**src/rtl/debug_cmd_rx.sv**
```systemverilog
// Host-to-FPGA debug command receiver: 8N1 deserializer, command parser and
// breakpoint comparator driving the CPU halt/step controls.
module debug_cmd_rx #(
   parameter int CLKS_PER_BIT = 217
) (
   input  logic        clk,
   input  logic        reset,
   input  logic        rx,
   input  logic [15:0] addr,
   output logic        halt,
   output logic        step,
   output logic [15:0] bp_addr,
   output logic        bp_valid,
   output logic        cmd_err
);

   localparam logic [15:0] BIT_LAST  = 16'(CLKS_PER_BIT - 1);
   localparam logic [15:0] HALF_LAST = 16'(CLKS_PER_BIT / 2 - 1);

   localparam logic [7:0] CH_H  = 8'h48;
   localparam logic [7:0] CH_C  = 8'h43;
   localparam logic [7:0] CH_S  = 8'h53;
   localparam logic [7:0] CH_X  = 8'h58;
   localparam logic [7:0] CH_B  = 8'h42;
   localparam logic [7:0] CH_CR = 8'h0D;
   localparam logic [7:0] CH_LF = 8'h0A;
   localparam logic [7:0] CH_SP = 8'h20;

   typedef enum logic [1:0] {R_IDLE, R_START, R_DATA, R_STOP} rx_state_t;
   typedef enum logic [1:0] {P_CMD, P_HEX, P_TERM} p_state_t;

   logic        rx_meta_reg;
   logic        rxs_reg;
   logic        qual_reg;
   rx_state_t   rx_state_reg;
   logic [15:0] cnt_reg;
   logic [2:0]  idx_reg;
   logic [7:0]  data_reg;
   logic        byte_valid_reg;
   logic [7:0]  byte_reg;
   logic        frame_err_reg;

   p_state_t    p_state_reg;
   logic [1:0]  dcnt_reg;
   logic [15:0] shift_reg;
   logic        armed_reg;

   logic        is_hex;
   logic [3:0]  hex_val;
   logic        is_eol;
   logic        hit;

   // Sync flops reset low so a line that is still low after reset is never
   // mistaken for a start bit before it has been seen idle.
   always_ff @(posedge clk) begin
      if (reset) begin
         rx_meta_reg    <= 1'b0;
         rxs_reg        <= 1'b0;
         qual_reg       <= 1'b0;
         rx_state_reg   <= R_IDLE;
         cnt_reg        <= '0;
         idx_reg        <= '0;
         data_reg       <= '0;
         byte_valid_reg <= 1'b0;
         byte_reg       <= '0;
         frame_err_reg  <= 1'b0;
      end else begin
         rx_meta_reg    <= rx;
         rxs_reg        <= rx_meta_reg;
         byte_valid_reg <= 1'b0;
         frame_err_reg  <= 1'b0;
         if (rxs_reg)
            qual_reg <= 1'b1;
         case (rx_state_reg)
            R_IDLE: begin
               if (!rxs_reg && qual_reg) begin
                  cnt_reg      <= '0;
                  rx_state_reg <= R_START;
               end
            end
            R_START: begin
               if (cnt_reg == HALF_LAST) begin
                  cnt_reg      <= '0;
                  idx_reg      <= '0;
                  rx_state_reg <= rxs_reg ? R_IDLE : R_DATA;
               end else begin
                  cnt_reg <= cnt_reg + 16'd1;
               end
            end
            R_DATA: begin
               if (cnt_reg == BIT_LAST) begin
                  cnt_reg           <= '0;
                  data_reg[idx_reg] <= rxs_reg;
                  idx_reg           <= idx_reg + 3'd1;
                  if (idx_reg == 3'd7)
                     rx_state_reg <= R_STOP;
               end else begin
                  cnt_reg <= cnt_reg + 16'd1;
               end
            end
            R_STOP: begin
               if (cnt_reg == BIT_LAST) begin
                  rx_state_reg <= R_IDLE;
                  if (rxs_reg) begin
                     byte_valid_reg <= 1'b1;
                     byte_reg       <= data_reg;
                  end else begin
                     frame_err_reg <= 1'b1;
                  end
               end else begin
                  cnt_reg <= cnt_reg + 16'd1;
               end
            end
            default: rx_state_reg <= R_IDLE;
         endcase
      end
   end

   always_comb begin
      is_hex  = 1'b0;
      hex_val = 4'd0;
      if (byte_reg >= 8'h30 && byte_reg <= 8'h39) begin
         is_hex  = 1'b1;
         hex_val = byte_reg[3:0];
      end else if ((byte_reg >= 8'h41 && byte_reg <= 8'h46) ||
                   (byte_reg >= 8'h61 && byte_reg <= 8'h66)) begin
         is_hex  = 1'b1;
         hex_val = byte_reg[3:0] + 4'd9;
      end
   end

   assign is_eol = (byte_reg == CH_CR) || (byte_reg == CH_LF);
   assign hit    = bp_valid && armed_reg && (addr == bp_addr);

   // Later assignments win: a command in the same cycle overrides the
   // breakpoint hit and the re-arm.
   always_ff @(posedge clk) begin
      if (reset) begin
         p_state_reg <= P_CMD;
         dcnt_reg    <= '0;
         shift_reg   <= '0;
         armed_reg   <= 1'b1;
         halt        <= 1'b0;
         step        <= 1'b0;
         bp_addr     <= '0;
         bp_valid    <= 1'b0;
         cmd_err     <= 1'b0;
      end else begin
         step    <= 1'b0;
         cmd_err <= frame_err_reg;
         if (addr != bp_addr)
            armed_reg <= 1'b1;
         if (hit)
            halt <= 1'b1;
         if (byte_valid_reg) begin
            case (p_state_reg)
               P_CMD: begin
                  case (byte_reg)
                     CH_H: halt <= 1'b1;
                     CH_C: begin
                        halt      <= 1'b0;
                        armed_reg <= 1'b0;
                     end
                     CH_S: step <= halt;
                     CH_X: bp_valid <= 1'b0;
                     CH_B: begin
                        dcnt_reg    <= '0;
                        p_state_reg <= P_HEX;
                     end
                     CH_CR, CH_LF, CH_SP: ;
                     default: cmd_err <= 1'b1;
                  endcase
               end
               P_HEX: begin
                  if (is_hex) begin
                     shift_reg <= {shift_reg[11:0], hex_val};
                     dcnt_reg  <= dcnt_reg + 2'd1;
                     if (dcnt_reg == 2'd3)
                        p_state_reg <= P_TERM;
                  end else begin
                     cmd_err     <= 1'b1;
                     p_state_reg <= P_CMD;
                  end
               end
               P_TERM: begin
                  if (is_eol) begin
                     bp_addr   <= shift_reg;
                     bp_valid  <= 1'b1;
                     armed_reg <= 1'b1;
                  end else begin
                     cmd_err <= 1'b1;
                  end
                  p_state_reg <= P_CMD;
               end
               default: p_state_reg <= P_CMD;
            endcase
         end
      end
   end

endmodule
```
**config.mk**
```make
export PLATFORM = sky130hd
export DESIGN_NAME = debug_cmd_rx
export DESIGN_NICKNAME = d
export VERILOG_FILES = /design/src/rtl/debug_cmd_rx.sv
export SDC_FILE = /design/constraint.sdc
export NUM_CORES = 1
export LEC_CHECK = 0
export CORE_UTILIZATION = 40
export CTS_CLUSTER_DIAMETER = 120
export DETAILED_ROUTE_END_ITERATION = 7
export GPL_ROUTABILITY_DRIVEN = 0
export HOLD_SLACK_MARGIN = 0.02
export PLACE_DENSITY_LB_ADDON = 0.15
export SYNTH_ARGS = -nofsm -noshare
export SYNTH_HDL_FRONTEND = slang
export SYNTH_SLANG_ARGS = --single-unit
```
**constraint.sdc**
```tcl
create_clock -name clk -period 5.6 [get_ports clk]
set_input_delay 1.12 -clock clk [delete_from_list [all_inputs] [get_ports clk]]
set_output_delay 1.12 -clock clk [all_outputs]
set_load 0.02 [all_outputs]
```
# Yosys cells after proc, flatten, opt, wreduce, memory -nomap -nowiden
# Index checks and enable logic that the tools add are counted.
# Widths: inputs -> output; s select.
# op_classes
n_addsub	4
n_mul	0
div	0
order_cmp	8
n_eq_ne	30
shift	0
mux	48
bitwise_logic	5
n_reduce_logical	28
# op_table
cell	n
$mux 16	4
$pmux 16 s4	1
$eq 8x7->1 const B	5
$mux 2	11
$mux 1	18
$add 16x1->16 const B	1
$eq 16x16->1	1
$eq 16x7->1 const B	1
$eq 16x8->1 const B	1
$eq 8x4->1 const B	2
$ge 8x7->1 const B	2
$le 8x7->1 const B	2
$ne 16x16->1	1
$ne 2x2->1 const B	8
$reduce_and 3->1	5
$bwmux 8	1
$eq 2x2->1 const B	4
$eq 8x6->1 const B	1
$ge 8x6->1 const B	1
$le 8x6->1 const B	1
$mux 4	2
$pmux 2 s2	2
$pmux 2 s4	1
$reduce_and 4->1	2
25 further kinds	45
# word_totals
reg_bits	83
latch_bits	0
mem_bits_rw	0
mem_bits_ro	0
input_bits	19
output_inout_bits	20
elab_cells	142
mem_count	0

# Depth between registers and ports, before layout
# Gate-level depths: netlist of run 1.
# logic_depth
ltp_word	8
ltp_mapped	8
ltp_nobuf	7

# Worst setup path before layout of run 1
# No wires, ideal clock.
# synth_path
kind	input-to-reg
startpoint	input port reset
endpoint	register cnt_reg[12]
setup_ns	0.123
arrival_ns	2.140
required_ns	5.477
setup_slack_ns	3.337
cell_stages	6
path_buffers	1
cell_sequence	clkbuf_1 inv_1 nand2_1 o32ai_1 and3_1 a221o_2
# synth_rtl
element	line_no	text
start: declaration	7	input logic reset,
end signal: assignment	87	cnt_reg <= cnt_reg + 16'd1;
end signal: assignment	98	cnt_reg <= cnt_reg + 16'd1;
end signal: assignment	111	cnt_reg <= cnt_reg + 16'd1;
end: declaration	36	logic [15:0] cnt_reg;

# Final worst setup path of run 1
# layout_path
startpoint	register byte_reg[0]
endpoint	register bp_addr[10]
# layout_via
elab_chain_len	3
word_cells_on_any_way	4
classes_between	eq/ne (2); reduce/logical (2)
# layout_lines
element	line_no	text
start: declaration	40	logic [7:0] byte_reg;
start signal: assignment	106	byte_reg <= data_reg;
$eq 8x4->1	132	assign is_eol = (byte_reg == CH_CR) || (byte_reg == CH_LF);
$logic_or 1x1->1 (*)	132	
$reduce_and 3->1 (no source line) (*)	n/a	
end signal: assignment	187	bp_addr <= shift_reg;
end: declaration	12	output logic [15:0] bp_addr,
# Every way passes the cells marked *; elsewhere a longest branch is shown, timed or not.
# A chain may end at the register's enable or synchronous reset.

==> impl_metrics.toml, run 1 <==
[finish]
syn2layout_area_growth_pct = 16.1
finalInstanceArea_um2 = 4650
insertedDiodeCount = 0
drive_above_1_share = 0.0710
postLayoutCoreUtil = 0.478
nets = 516

[worst_setup_path]
arrival_ps = 2940
cp-end-kind = "flip-flop"
worstSetupPathType = "flip-flop to flip-flop"
crit_chain = "inv_1 > ha_1 > mux2i_1 > nor4bb_1 > nand3_1 > mux2i_1 > nor2_1"
crit_top_cell = "mux2i_1"
cp-startpoint = "byte_reg[0]"
cp-start-kind = "flip-flop"
critical_path.max_stage_delay_ps = 830
cp_slowest_cell = "nand3_1"
critPathMaxFanout = 16
required_ps = 5830
timing.rr.start = "byte_reg[0]"

[synthesis]
syn_inst = 462
syn_nets = 490
yosysTopAreaCell = "dfxtp_1"
synth_simple_gate_area_frac = 0.277
yosys-mux-area-fraction = 0.0625
synth.avg_cell_area_um2 = 8.67
synth_xor_area_frac = 0.0568
async_flop_share = 0
synth_seq_area_share = 0.415
synth.top_cell.area_share = 0.415
synth_top_family_by_area = "simple AND/OR/NAND/NOR gates"
ys_top_cells_by_area = "dfxtp_1, mux2i_1, nor2_1, nand2_1, a21oi_1"
synthAdderAreaFrac = 0.0281
synth_cell_types = 58
synthesis.area_um2 = 4010
synth-seq-cells = 83
synth_compound_area_frac = 0.120
yosysWarnings = 0
synth-edff-count = 0
synthFlopType = "dfxtp_1"

[detailed_routing]
via_per_inst = 5.27
wl_per_cell_um = 13.6
firstDrtPassIters = 4
drc_errors = 0
drtAntennaViolNets = 0
drtIter0Drc = 96
drt_wl_total_mm = 8.52
vias = 3298

[global_route]
grt_pass1_vias = 2988
grt_usage = 0.173
antenna_found_initial = 0
grt_pass1_wl_mm = 14.2
grt_start_max_net_pins = 55
grt.overflow.total = 0

[cts]
cts.clk_slew.worst_paths_ps = 90
cts.htree.levels = 3
cts_buffer_depth = 2
clk_latency_ps = 350
cts_tree = "built"
post_cts_resize_count = 0
cts.sinks = 83
root_buffer = "clkbuf_8"
postCtsSetupRepairBufs = 0
numCtsBuffers = 9
postCtsHoldBufs = 0

[status]
outcome = "finished clean"

[pwr]
peakVddDrop_v = 0.000133
p_leak_nw = 1.72
cellPowerDensity_nw_per_um2 = 231

[sta]
hold_viol = 0
finalCritPeriodShare = 0.484
relSlewSlack = 0.308
slew_violations = 0
fin_crit_ps = 2710
worstMarginPinSlew_ps = 1040
finalSetupViolCount = 0
fin_tns_setup_ps = 0
rsz0062_at_grt = "no"
maxClockFrequency_mhz = 369
whs_ps = 450
worst_clock_skew_ps = 7.25

[placed_design]
port_buffers = 38
hpwlAfterDp_mm = 5.97
placed_area_um2 = 4470

[worst_hold_path]
worstHoldStart = "rx_meta_reg"
min_path_type = "flip-flop to flip-flop"

[floorplanning]
die_h_um = 102
start_util = 0.412
die_area_um2 = 10400
die_x_um = 102
core_um2 = 9730
placementRows = 36
ioPinCount = 39

[job]
cap_violations = 0
## per-stage QoR
stage / setup slack, ps / cells / power (W)
3_5_place_dp: 2650 / 610 / 0.000680
2_1_floorplan: 3340 / 462 / 0.000657
6_report: 2890 / 626 / 0.00108
3_3_place_gp: 2700 / 610 / 0.000679
4_1_cts: 2860 / 626 / 0.00109
5_1_grt: 2560 / 626 / 0.00112
## cells by family after synthesis
logic type | count (synthesis)
DFF | 83
adders and majority gates | 9
xor gates and xnor gates | 26
muxes | 25
AOI/OAI and AO/OA | 73
buffers and inverters | 41
and+or+nand+nor | 205
## layout by cell type, fill, tap and decap left out, drive strengths merged, types with 5 or more instances in the layout
cell type | Yosys | layout
o21ai | 9 | 9
nor3 | 10 | 10
clkbuf | 20 | 9
nor3b | 6 | 6
xor2 | 8 | 8
nand4b | 7 | 7
nor2 | 52 | 52
mux2i | 25 | 25
inv | 14 | 17
nor2b | 9 | 9
ha | 9 | 9
nor4 | 8 | 8
dfxtp | 83 | 83
nand2 | 45 | 45
xnor2 | 18 | 18
clkdlybuf4s50 | 0 | 37
a21oi | 33 | 33
buf | 7 | 5
nand3 | 20 | 20
nand4 | 14 | 14
## metal layers
layer / GRT usage / share of wire
met5: 0 / 0
met4: 0.0692 / 0.015
met3: 0.0239 / 0.031
met2: 0.279 / 0.45
met1: 0.233 / 0.50
## cell usage after synthesis, types with 3 or more instances
cell,instances
nor2_2,4
nand4b_1,7
and2_1,4
mux2i_1,25
a221oi_1,3
a211oi_1,4
inv_1,14
nor2b_1,9
nor3b_1,6
xor2_1,8
buf_2,5
nand3b_1,4
nor3_1,10
o21ai_0,9
nand2b_1,4
and3_1,3
a31oi_1,4
ha_1,9
a21oi_1,33
nand2_1,45
clkbuf_1,19
nand3_1,20
dfxtp_1,83
nor2_1,48
nand4_1,14
a211o_1,3
nor4_1,6
xnor2_1,18
## cell type report
class	instances	area, um^2
Multi-Input combinational cell	338	2180
Inverter	14	52.6
Tap cell	133	166
Fill cell	965	5080
Clock inverter	7	58.8
Clock buffer	9	124
Sequential cell	83	1660
Timing Repair Buffer	42	405
## report_power, final
group / switching, W / total, W / internal (W) / leakage, nW
logic: 0.0000342 / 0.0000618 / 0.0000276 / 0.960
clock network: 0.000242 / 0.000410 / 0.000168 / 0.0921
registers: 0.0000102 / 0.000604 / 0.000594 / 0.669
total: 0.000286 / 0.00108 / 0.000790 / 1.72
## final timing paths
check | endpoint | slack [ps] | cells after the start
setup reg to reg | bp_addr[10] | 2890 | 7
hold / removal | rxs_reg | 450 | 1
setup / recovery | bp_addr[10] | 2890 | 7
hold reg to reg | rxs_reg | 450 | 1
## worst max-delay path: cells and delay by family (launching register included)
kind                     cells  cell delay [ps]
flip-flops                   1              380
adder cells (fa/ha/maj)      1              200
multiplexers                 2              500
AND/OR/NAND/NOR              3             1370
buffers and inverters        1              130
Note: power is estimated with default switching activity, not from simulation.
==> run 2, diff against run 1 <==
Clock period 5.6 ns to 2.8 ns, I/O delays scaled along.
==> run 2 against run 1 <==
- die area is the same
- total power grew 110%
- sequential power grew 100%
- cell count grew 0.64%
- largest cell class unchanged
- critical path type unchanged
- critical endpoint is now idx_reg[0]
- core utilization grew 0.71 points
- first-iteration DRC count shrank 18%
- global-route usage shrank 0.20 points
- clock skew grew 2.1 ps
- fmax grew 12%
- highest routed layer unchanged
- combinational power grew 100%
==> impl_metrics.toml, run 2 (synthesized netlist as in run 1, its figures left out) <==
[status]
outcome = "finished clean"

[sta]
fin_tns_setup_ps = 0
worstMarginPinSlew_ps = 913
finalCritPeriodShare = 0.860
rsz0062_at_grt = "no"
fin_crit_ps = 2410
worst_slack_ps = 391
worst_clock_skew_ps = 9.38
hold_viol = 0
maxClockFrequency_mhz = 415
finalSetupViolCount = 0
relSlewSlack = 0.390
slew_violations = 0

[finish]
final_common_cell = "dfxtp_1"
instances_no_fill = 630
final_cell_mix = "dfxtp_1, nor2_1, nand2_1, clkdlybuf4s50_1, a21oi_1"
drive_above_1_share = 0.0785
nets = 520
nFillCells = 978
insertedDiodeCount = 0
syn2layout_area_growth_pct = 17.8

[detailed_routing]
drtIter0Drc = 79
wl_per_cell_um = 13.5
firstDrtPassIters = 4
vias = 3304
drtAntennaViolNets = 0
via_per_inst = 5.24
drc_errors = 0
drt_wl_total_mm = 8.54

[cts]
cts_buffer_depth = 2
cts_tree = "built"
numCtsBuffers = 9
cts.sinks = 83
postCtsHoldBufs = 0
cts.clk_slew.worst_paths_ps = 90
clk_latency_ps = 360
post_cts_resize_count = 0
root_buffer = "clkbuf_8"
postCtsSetupRepairBufs = 0
cts.htree.levels = 3

[worst_setup_path]
worstSetupPathType = "flip-flop to flip-flop"
required_ps = 3090
arrival_ps = 2700
cp-start-kind = "flip-flop"
reg2regPathDepth = 5
timing.rr.start = "cnt_reg[12]"
cp-end-kind = "flip-flop"
critPathMaxFanout = 12
cp-startpoint = "cnt_reg[12]"

[worst_hold_path]
worstHoldStart = "rx_meta_reg"
whs_path_depth = 1
min_path_type = "flip-flop to flip-flop"

[placed_design]
place_ws_ps = 398
hpwlAfterDp_mm = 6.05
port_buffers = 38
dp_cells = 614

[floorplanning]
die_area_um2 = 10400
die_h_um = 102
ioPinCount = 39
start_util = 0.412
core_um2 = 9730
placementRows = 36
die_x_um = 102

[global_route]
grt_pass1_vias = 3030
grt_start_max_net_pins = 42
antenna_found_initial = 0
grt_pass1_wl_mm = 14.1
grt_usage = 0.171
grt.overflow.total = 0

[pwr]
cellPowerDensity_nw_per_um2 = 475
peakVddDrop_v = 0.000205
p_leak_nw = 1.75
power_w = 0.00224

[job]
cap_violations = 0
[run 2: power breakdown]
part	total [W]	switching [W]	internal, W
Combinational	0.000126	0.0000698	0.0000565
Sequential	0.00121	0.0000203	0.00119
Clock	0.000910	0.000464	0.000446
Total	0.00224	0.000554	0.00169
[run 2: layout make-up]
type,count,area (um^2),share of cell area
flip-flops and latches,83,1660,0.352
inverters,14,52.6,0.0111
multi-input cells,338,2180,0.462
clock buffers,10,138,0.0292
well taps,133,166,0.0353
clock inverters,6,71.3,0.0151
repair buffers,46,448,0.0949
[run 2: routing by layer]
layer  part of all wire  track usage
met1               0.49        0.222
met2               0.46        0.280
met3              0.029       0.0260
met4              0.017       0.0780
met5                  0            0
[run 2: metrics by stage]
| step | utilization | instance area (um^2) | hold WS [ps] |
|---|---|---|---|
| after floorplan | - | 4010 | 414 |
| after global placement | 0.464 | 4510 | 422 |
| after global routing | 0.485 | 4720 | 467 |
| after CTS | 0.485 | 4720 | 453 |
| final | 0.485 | 4720 | 451 |
| after detailed placement | 0.464 | 4510 | 433 |
[run 2: worst paths after layout]
path,endpoint,slack [ps]
worst min-delay path,rxs_reg,450
worst min register to register,rxs_reg,450
worst max register to register,idx_reg[0],390
worst max-delay path,idx_reg[0],390
[run 2: critical path: stages, from the launching register on]
cell and delay [ps]:
dfxtp_1 360, or4_1 660, nor4_1 550, buf_12 200, or4b_1 430, a21oi_1 150
